## src/rtl/shift_add_mul.sv

```systemverilog
// Iterative radix-2 unsigned multiplier: resolves one product bit per clock using
// a start/busy/ready handshake shared with the Goldschmidt divider.
module shift_add_mul #(
    parameter int unsigned N  = 32,
    parameter int unsigned CW = 6
) (
    input  logic             clk,
    input  logic             clrn,
    input  logic [N-1:0]     a,
    input  logic [N-1:0]     b,
    input  logic             start,
    output logic [2*N-1:0]   p,
    output logic             busy,
    output logic             ready,
    output logic [CW-1:0]    count,
    output logic             ovf
);

    typedef enum logic [0:0] {StIdle, StRun} state_e;

    state_e           state_q, state_d;
    logic [N-1:0]     mcand_q, mcand_d;
    logic [2*N-1:0]   acc_q, acc_d;
    logic [2*N-1:0]   p_q, p_d;
    logic [CW-1:0]    count_q, count_d;
    logic             ready_q, ready_d;
    logic             ovf_q, ovf_d;

    logic [N:0]       sum;
    logic [2*N-1:0]   acc_shift;
    logic             last_iter;

    // Carry lands in sum[N] so it is shifted into the accumulator MSB, never dropped.
    always_comb begin
        sum       = {1'b0, acc_q[2*N-1:N]} + {1'b0, {N{acc_q[0]}} & mcand_q};
        acc_shift = {sum, acc_q[N-1:1]};
        last_iter = (count_q == CW'(N - 1));
    end

    always_comb begin
        state_d = state_q;
        mcand_d = mcand_q;
        acc_d   = acc_q;
        p_d     = p_q;
        count_d = count_q;
        ready_d = 1'b0;
        ovf_d   = ovf_q;
        unique case (state_q)
            StIdle: begin
                if (start) begin
                    mcand_d = a;
                    acc_d   = {{N{1'b0}}, b};
                    count_d = '0;
                    state_d = StRun;
                end
            end
            StRun: begin
                acc_d   = acc_shift;
                count_d = count_q + CW'(1);
                if (last_iter) begin
                    state_d = StIdle;
                    ready_d = 1'b1;
                    p_d     = acc_shift;
                    ovf_d   = |acc_shift[2*N-1:N];
                end
            end
            default: state_d = StIdle;
        endcase
    end

    always_ff @(posedge clk or negedge clrn) begin
        if (!clrn) begin
            state_q <= StIdle;
            mcand_q <= '0;
            acc_q   <= '0;
            p_q     <= '0;
            count_q <= '0;
            ready_q <= 1'b0;
            ovf_q   <= 1'b0;
        end else begin
            state_q <= state_d;
            mcand_q <= mcand_d;
            acc_q   <= acc_d;
            p_q     <= p_d;
            count_q <= count_d;
            ready_q <= ready_d;
            ovf_q   <= ovf_d;
        end
    end

    assign p     = p_q;
    assign busy  = (state_q == StRun);
    assign ready = ready_q;
    assign count = count_q;
    assign ovf   = ovf_q;

endmodule

```

## config.mk

```make
export PLATFORM = sky130hd
export DESIGN_NAME = shift_add_mul
export DESIGN_NICKNAME = d
export VERILOG_FILES = /design/src/rtl/shift_add_mul.sv
export SDC_FILE = /design/constraint.sdc
export NUM_CORES = 1
export LEC_CHECK = 0
export CELL_PAD_IN_SITES_DETAIL_PLACEMENT = 1
export CELL_PAD_IN_SITES_GLOBAL_PLACEMENT = 1
export CORE_UTILIZATION = 40
export CTS_CLUSTER_DIAMETER = 200
export CTS_CLUSTER_SIZE = 10
export DETAILED_ROUTE_END_ITERATION = 8
export GPL_TIMING_DRIVEN = 0
export PLACE_DENSITY = 0.83
export SYNTH_ARGS = -nofsm -noshare
export SYNTH_HDL_FRONTEND = slang
export SYNTH_SLANG_ARGS = --single-unit
```

## constraint.sdc

```tcl
create_clock -name clk -period 5.5 [get_ports clk]
set_input_delay 1.375 -clock clk [delete_from_list [all_inputs] [get_ports clk]]
set_output_delay 1.375 -clock clk [all_outputs]
set_load 0.005 [all_outputs]
```

# ---- Word level (Yosys, flattened, before mapping)
# Cells that the tools add are included.
dict set report classes {
  addsub 2
  n_eq_ne 2
  mux 9
  n_bitwise 2
  n_reduce_logical 3
}
# op n
set ops {}
lappend ops {{$pmux 64 s2} 1}
lappend ops {{$mux 64} 1}
lappend ops {{$add 32x32->33} 1}
lappend ops {{$and 32x32->32} 1}
lappend ops {{$reduce_or 32->1} 1}
lappend ops {{$pmux 6 s2} 1}
lappend ops {{$add 6x1->6 const B} 1}
lappend ops {{$eq 6x5->1 const B} 1}
lappend ops {{$mux 6} 1}
lappend ops {{$mux 1} 4}
lappend ops {{$reduce_and 2->1} 2}
lappend ops {{$ne 2x2->1 const B} 1}
lappend ops {{$pmux 1 s2} 1}
lappend ops {{$not 1->1} 1}
dict set report totals {
  reg_bits 169
  input_bits 67
  output_inout_bits 73
  word_cells 25
}

# ---- Longest topological paths before layout
# Gate-level depths: netlist of the first run.
dict set report depth {
  depth_word 3
  ltp_mapped 15
}

# ---- Worst setup path before layout of the first run
# No wires, ideal clock.
dict set report synth_timing {
  path_kind {register to register}
  start {reg acc_q[0]}
  end {reg ovf_q, in the netlist ovf}
  arrival_time_ps 4146
  required_ps 5374
  slack_ps 1228
  stages_incl_launch_ff 14
  n_path_buf 1
  cell_sequence {dfrtp_1 -> clkbuf_1 -> and2_1 -> ha_1 -> nor2b_1 -> o21a_1 -> or3_1 -> a2111o_1 -> nor3b_1 -> or4b_1 -> or4b_1 -> or4_1 -> or4_1 -> o32a_1}
}
dict set report synth_between {
  elab_chain_cells 3
}
# item line
set synth_rtl {}
lappend synth_rtl {{start: declaration} 23} ;# logic [2*N-1:0] acc_q, acc_d;
lappend synth_rtl {{start signal: assignment} 75} ;# acc_q <= '0;
lappend synth_rtl {{start signal: assignment} 83} ;# acc_q <= acc_d;
lappend synth_rtl {{$and 32x32->32} 35} ;# sum = {1'b0, acc_q[2*N-1:N]} + {1'b0, {N{acc_q[0]}} & mcand_q};
lappend synth_rtl {{$add 32x32->33} 35}
lappend synth_rtl {{$reduce_or 32->1} 64} ;# ovf_d = |acc_shift[2*N-1:N];
lappend synth_rtl {{end signal: assignment} 87} ;# ovf_q <= ovf_d;
lappend synth_rtl {{end: declaration} 27} ;# logic ovf_q, ovf_d;
# No other way between the ends.
# A chain may end at the register's enable or synchronous reset.

# ---- Final worst setup path of the first run
# Same ends and word-level chain as after synthesis.

==> out/summary.txt, run 1 <==
Hold Crit Start - mcand_q[6]$_DFFE_PN0P_
worst slew pin tran - 1030 ps
final net count - 1221
Detailed Route Iter0 Violations - 380
Syn Std Cell Area - 8600 um^2
CP arrival - 5620 ps
element type at the critical path start - register
min setup slack post-route - 197 ps
setup violators final - 0
Clock Latency Late Sink - 440 ps
gate count of the mapped netlist - 962
full die area - 22100 um^2
Initial Util - 40.9%
Max Clk Rate - 189 MHz
Area after DPL - 10400 um^2
layout cells sized above 1 - 4.32%
DP HPWL - 19600 um
row count - 53
sequential cell area - 4230 um^2
hold path cells - 2
skew final - 10.7 ps
Distinct cells, synth - 60
Synth-to-Final Area Change - 27.3%
largest net degree at the start of global routing - 115
MaxCap Viol Count - 0
global-route usage over all layers - 25.4%
total CTS buffers - 17
status - completed
# DRC - 0
pwr/cell area - 575 nW/um^2
syn_nets - 1063
EDFF count, synth - 0
Power, Total - 6.29 mW
Core Region - 21000 um^2
CTS Sinks - 169
RR Endpoint - ovf$_DFFE_PN0P_
final hold slack - 470 ps
CP Data Required Time - 5820 ps
post-CTS resize count - 0
Routed Antenna Nets - 0
Ports - 140
die width - 149 um
Max clock buf depth - 2
Hold Path End - mcand_q[6]$_DFFE_PN0P_
worst r2r path cells - 14
Total Neg Setup Slack - 0 ps
Crit Path Category - register to register
# fillers - 2449
reg2reg start - acc_q[0]$_DFFE_PN0P_
global-route wire length before repair - 43000 um
Final Hold Viols - 0
footprint of the multi-input gates - 4100 um^2
Top FF cell, synth - dfrtp_1
Tmin final - 5300 ps
CTS tree - done
asr flop ratio synth - 100%
DRT Pass-1 Iters - 5
syn avg cell area - 8.94 um^2
Setup crit end kind - register
type of the worst min-delay path - register to register
initial antenna violation count - 0
routability cong. - 0.892
critical path peak fanout - 10
Remaining Overflow, GRT - 0
VDD IR-drop max - 0.271 mV
CTS Hold Bufs - 0
Wirelength per Cell - 18.8 um
register bit total from synthesis - 169
setup slack at placement - 145 ps
Port-buffer cells - 138
chip height - 149 um
Layout Utilization - 52.1%
Slew Viols, Final - 0
flop-to-flop setup slack - 200 ps
Worst-path clk slew - 70 ps
register area share after synthesis - 49.2%
Root Driver - clkbuf_16
# diodes - 0
Routed WL - 26500 um
postcts setup bufs - 0
Vias - 7541
leak pwr - 5.23 nW
headroom to the max-slew limit - 29.2%
vias per cell - 5.36
number of global-route vias before repair - 8074
Post-Place Cells - 1376
crit share post-route - 96.4%
H-tree lvl count - 4
fin cells - 1408
RSZ-0062 raised after global routing - no
Syn. warnings - 0
Finished Cell Area - 10900 um^2
-- cells in the mapped netlist (5+ instances only) --
master	n	area share (%)
ha_1	33	4.8
a22o_1	23	2.3
and2_1	34	2.5
nand4_1	9	0.65
nor3_1	5	0.29
a21o_1	8	0.70
xor2_1	10	1.0
o21ai_0	69	4.0
a21oi_1	37	2.2
a211oi_1	5	0.44
clkbuf_1	48	2.1
nand3_1	9	0.52
mux2i_1	32	3.7
or3_1	5	0.36
nor2_1	18	0.79
dfrtp_1	169	49
xnor2_1	17	1.7
nand2_1	338	15
o21a_1	7	0.61
inv_1	13	0.57
-- area by class of cell --
type	instances	share of cell area, %
sequential	169	38.6
multi-input combinational	725	37.5
timing repair buffer	139	12.9
clock buffer	18	4.01
tap	275	3.14
buffer	53	1.89
clock inverter	14	1.36
inverter	15	0.560
-- cell families (layout without fill, tap and decap cells) --
kind of cell	count (synthesis)	in the layout	share of synthesized area, %
multiplexers	34	34	3.99
buffers and inverters	68	239	3.11
AO/OA/AOI/OAI	191	191	14.2
XOR/XNOR	27	27	2.75
AND/OR/NAND/NOR	439	439	21.7
flip-flops	169	169	49.2
adder cells (fa/ha/maj)	34	34	5.04
-- registers in the layout (all words and copies together), names as in the netlist --
signal   cells
mcand_q     32
count        6
ready        1
p           64
busy         1
ovf          1
acc_q       64
-- metal layers --
layer	up-vias	global-route usage, %	wire length, um
li1	3576	-	-
met1	3758	33.3	11900
met2	166	42.4	12900
met3	41	4.14	933
met4	0	8.97	720
met5	-	0	0
-- where the power goes --
part           total (mW)  switching (mW)  leakage (nW)  internal, mW
Combinational        2.93            1.66          2.80          1.27
Sequential           2.16           0.367          2.15          1.79
Clock                1.20           0.582         0.286         0.619
-- cells in the final DEF, fill, tap and decap left out, drive strengths merged, types with 4 or more instances in the layout --
| cell | n |
|---|---|
| o21ai | 72 |
| or2 | 5 |
| clkbuf | 66 |
| mux2i | 32 |
| nand4 | 9 |
| inv | 21 |
| nor2 | 18 |
| dfrtp | 169 |
| nand2 | 338 |
| buf | 7 |
| o211ai | 4 |
| ha | 33 |
| xor2 | 10 |
| or3 | 5 |
| a31o | 5 |
| a21oi | 37 |
| clkdlybuf4s50 | 137 |
| o31ai | 4 |
| a211oi | 5 |
| clkinv | 7 |
| a22o | 23 |
| and2 | 34 |
| a21o | 8 |
| xnor2 | 17 |
| nand3 | 11 |
| o21a | 7 |
| nor3 | 5 |
| a31oi | 4 |
-- worst max-delay path by stage --
stage	cells past startpoint	endpoint	slack (ps)	from
6_report	14	ovf$_DFFE_PN0P_	200	acc_q[0]$_DFFE_PN0P_
5_1_grt	14	ovf$_DFFE_PN0P_	6	acc_q[0]$_DFFE_PN0P_
4_1_cts	13	ovf$_DFFE_PN0P_	110	acc_q[0]$_DFFE_PN0P_
3_5_place_dp	13	ovf$_DFFE_PN0P_	140	acc_q[0]$_DFFE_PN0P_
3_3_place_gp	1	mcand_q[8]$_DFFE_PN0P_	-4060	clrn
2_1_floorplan	13	ovf$_DFFE_PN0P_	1230	acc_q[0]$_DFFE_PN0P_
-- worst max-delay path, stage by stage (launching register included) --
cell      delay (ps)
dfrtp_1          460
clkbuf_1         380
nand2_1          280
inv_1            110
ha_1             250
a211oi_1         410
o21ai_1          200
xor2_1           220
a2111o_1         340
nor3b_1          350
or4b_1           470
or4b_1           520
or4_1            430
or4_1            440
o32a_1           300
(Power assumes the default switching activity.)
==> run 2, diff against run 1 <==
Settings changed: CELL_PAD_IN_SITES_DETAIL_PLACEMENT 1 to 0, CELL_PAD_IN_SITES_GLOBAL_PLACEMENT 1 to 2, CORE_UTILIZATION 40 to 33, PLACE_DENSITY 0.83 to 0.85.
==> run 2 against run 1 <==
  * Combinational power fell by 4%
  * Flip-flop and latch count did not move
  * Design area rose by 0.46%
  * Utilization fell by 8.8 points
  * Sequential share of layout area fell by 0.18 points
  * Sequential power barely moved
  * Count of clock-buffer cells in the layout rose by 1
==> out/summary.txt, run 2 (synthesis gave the netlist of run 1 again) <==
Core Region - 25400 um^2 (+21%)
VDD IR-drop max - 0.205 mV (-24%)
final net count - 1221 (unchanged)
Final Hold Viols - 0 (unchanged)
leak pwr - 5.22 nW (-0.25%)
DP HPWL - 18100 um (-7.7%)
MaxCap Viol Count - 0 (unchanged)
Tmin final - 5110 ps (-197 ps)
Synth-to-Final Area Change - 27.9%
Crit Path Category - register to register
Slew Viols, Final - 0 (unchanged)
Finished Cell Area - 11000 um^2 (+0.46%)
Root Driver - clkbuf_16
Max Clk Rate - 196 MHz (+3.8%)
Total Neg Setup Slack - 0 ps (unchanged)
final hold slack - 466 ps (-3.90 ps)
skew final - 14.4 ps (+3.63 ps)
Layout Utilization - 43.3% (-8.8 points)
initial antenna violation count - 0 (unchanged)
largest net degree at the start of global routing - 101 (-12%)
met3 global-route usage - 2.51% (-1.6 points)
total CTS buffers - 17 (unchanged)
pwr/cell area - 557 nW/um^2 (-3.0%)
post-CTS resize count - 0 (unchanged)
routability cong. - 0.827 (-7.4%)
most frequent cells in the layout - nand2_1 (338), dfrtp_1 (169), clkdlybuf4s50_1 (137), o21ai_0 (69), clkbuf_1 (48)
Wirelength per Cell - 16.9 um (-10%)
Routed Antenna Nets - 0 (unchanged)
commonest non-fill, non-tap cell in the layout - nand2_1
met1 Use GR - 27.6% (-5.7 points)
full die area - 26700 um^2 (+21%)
# DRC - 0 (unchanged)
vias per cell - 4.87 (-9.0%)
H-tree lvl count - 4 (unchanged)
CTS Hold Bufs - 0 (unchanged)
Detailed Route Iter0 Violations - 401 (+5.5%)
Area after DPL - 10400 um^2 (+0.66%)
CP arrival - 5430 ps (-190 ps)
Initial Util - 33.8% (-7.0 points)
global-route usage over all layers - 19.3% (-6.1 points)
worst slew pin tran - 942 ps (-92.8 ps)
Remaining Overflow, GRT - 0 (unchanged)
Setup crit end kind - register
number of global-route vias before repair - 7224 (-11%)
element type at the critical path start - register
Worst-path clk slew - 70 ps (about the same)
Max clock buf depth - 2 (unchanged)
headroom to the max-slew limit - 35.6% (+6.4 points)
# diodes - 0 (unchanged)
die width - 163 um (+10%)
Clock Latency Late Sink - 440 ps (about the same)
CTS Sinks - 169 (unchanged)
RSZ-0062 raised after global routing - no
chip height - 163 um (+10%)
crit share post-route - 92.8% (-3.6 points)
postcts setup bufs - 0 (unchanged)
critical path peak fanout - 10 (unchanged)
Port-buffer cells - 138 (unchanged)
status - completed
Vias - 7127 (-5.5%)
DRT Pass-1 Iters - 5 (unchanged)
CTS tree - done
CP Data Required Time - 5820 ps (about the same)
setup violators final - 0 (unchanged)
Power, Total - 6.13 mW (-2.6%)
type of the worst min-delay path - register to register
GRT busiest layer - met2
Ports - 140 (unchanged)
row count - 58 (+9.4%)
met2 Use GR - 29.7% (-13 points)
global-route wire length before repair - 39700 um (-7.8%)
layout cells sized above 1 - 4.32% (unchanged)
Routed WL - 24800 um (-6.5%)
==> run 2: cell count changes in the layout (fill, tap and decap cells not counted), sizes merged <==
| cell | previous run | this run |
|---|---|---|
| clkinvlp | 1 | 3 |
| clkbuf | 66 | 67 |
| clkinv | 7 | 3 |
| inv | 21 | 22 |
==> run 2: layer usage <==
layer,wire length (um),vias up
met5,0,-
met4,658,0
met3,708,35
met2,11200,135
met1,12200,3378
li1,-,3579
==> run 2: critical path, cell delays in order, from the launching register on <==
cell,delay (ps)
dfrtp_1,520
clkbuf_1,380
and2_1,220
ha_1,230
clkbuf_1,170
a21oi_1,380
o211ai_1,200
a21oi_1,260
xor2_1,330
o21ai_0,140
or4b_1,500
or4b_1,500
or4_1,390
or4_1,460
o32a_1,310
==> run 2: area by class of cell <==
| cell class | count | area (um^2) |
|---|---|---|
| Fill cell | 2575 | 14400 |
| Sequential cell | 169 | 4230 |
| Multi-Input combinational cell | 725 | 4100 |
| Timing Repair Buffer | 139 | 1410 |
| Clock buffer | 19 | 443 |
| Tap cell | 330 | 413 |
| Buffer | 53 | 208 |
| Clock inverter | 13 | 125 |
| Inverter | 15 | 61.3 |
==> run 2: stage by stage <==
| stage | worst slack, ps | cells |
|---|---|---|
| finish | 394 | 1463 |
| global placement | -4370 | 1430 |
| detailed placement | 189 | 1431 |
| global route | 18.7 | 1463 |
| CTS | 151 | 1463 |
| floorplan | 1230 | 962 |
==> run 2: path summary, 6_finish.rpt <==
check / to / start / depth (start not counted) / slack [ps]
setup / recovery: ovf$_DFFE_PN0P_ / acc_q[0]$_DFFE_PN0P_ / 14 / 390
hold / removal: mcand_q[28]$_DFFE_PN0P_ / mcand_q[28]$_DFFE_PN0P_ / 2 / 470
setup reg to reg: ovf$_DFFE_PN0P_ / acc_q[0]$_DFFE_PN0P_ / 14 / 390
hold reg to reg: mcand_q[28]$_DFFE_PN0P_ / mcand_q[28]$_DFFE_PN0P_ / 2 / 470
max in group asynchronous: mcand_q[2]$_DFFE_PN0P_ / clrn / 2 / 3690
min in group asynchronous: mcand_q[9]$_DFFE_PN0P_ / clrn / 1 / 980
==> run 2: power by group <==
part	switching (mW)	leakage, nW	internal [mW]
combinational	1.53	2.80	1.27
clock	0.575	0.270	0.611
sequential	0.353	2.15	1.79
total	2.46	5.22	3.67
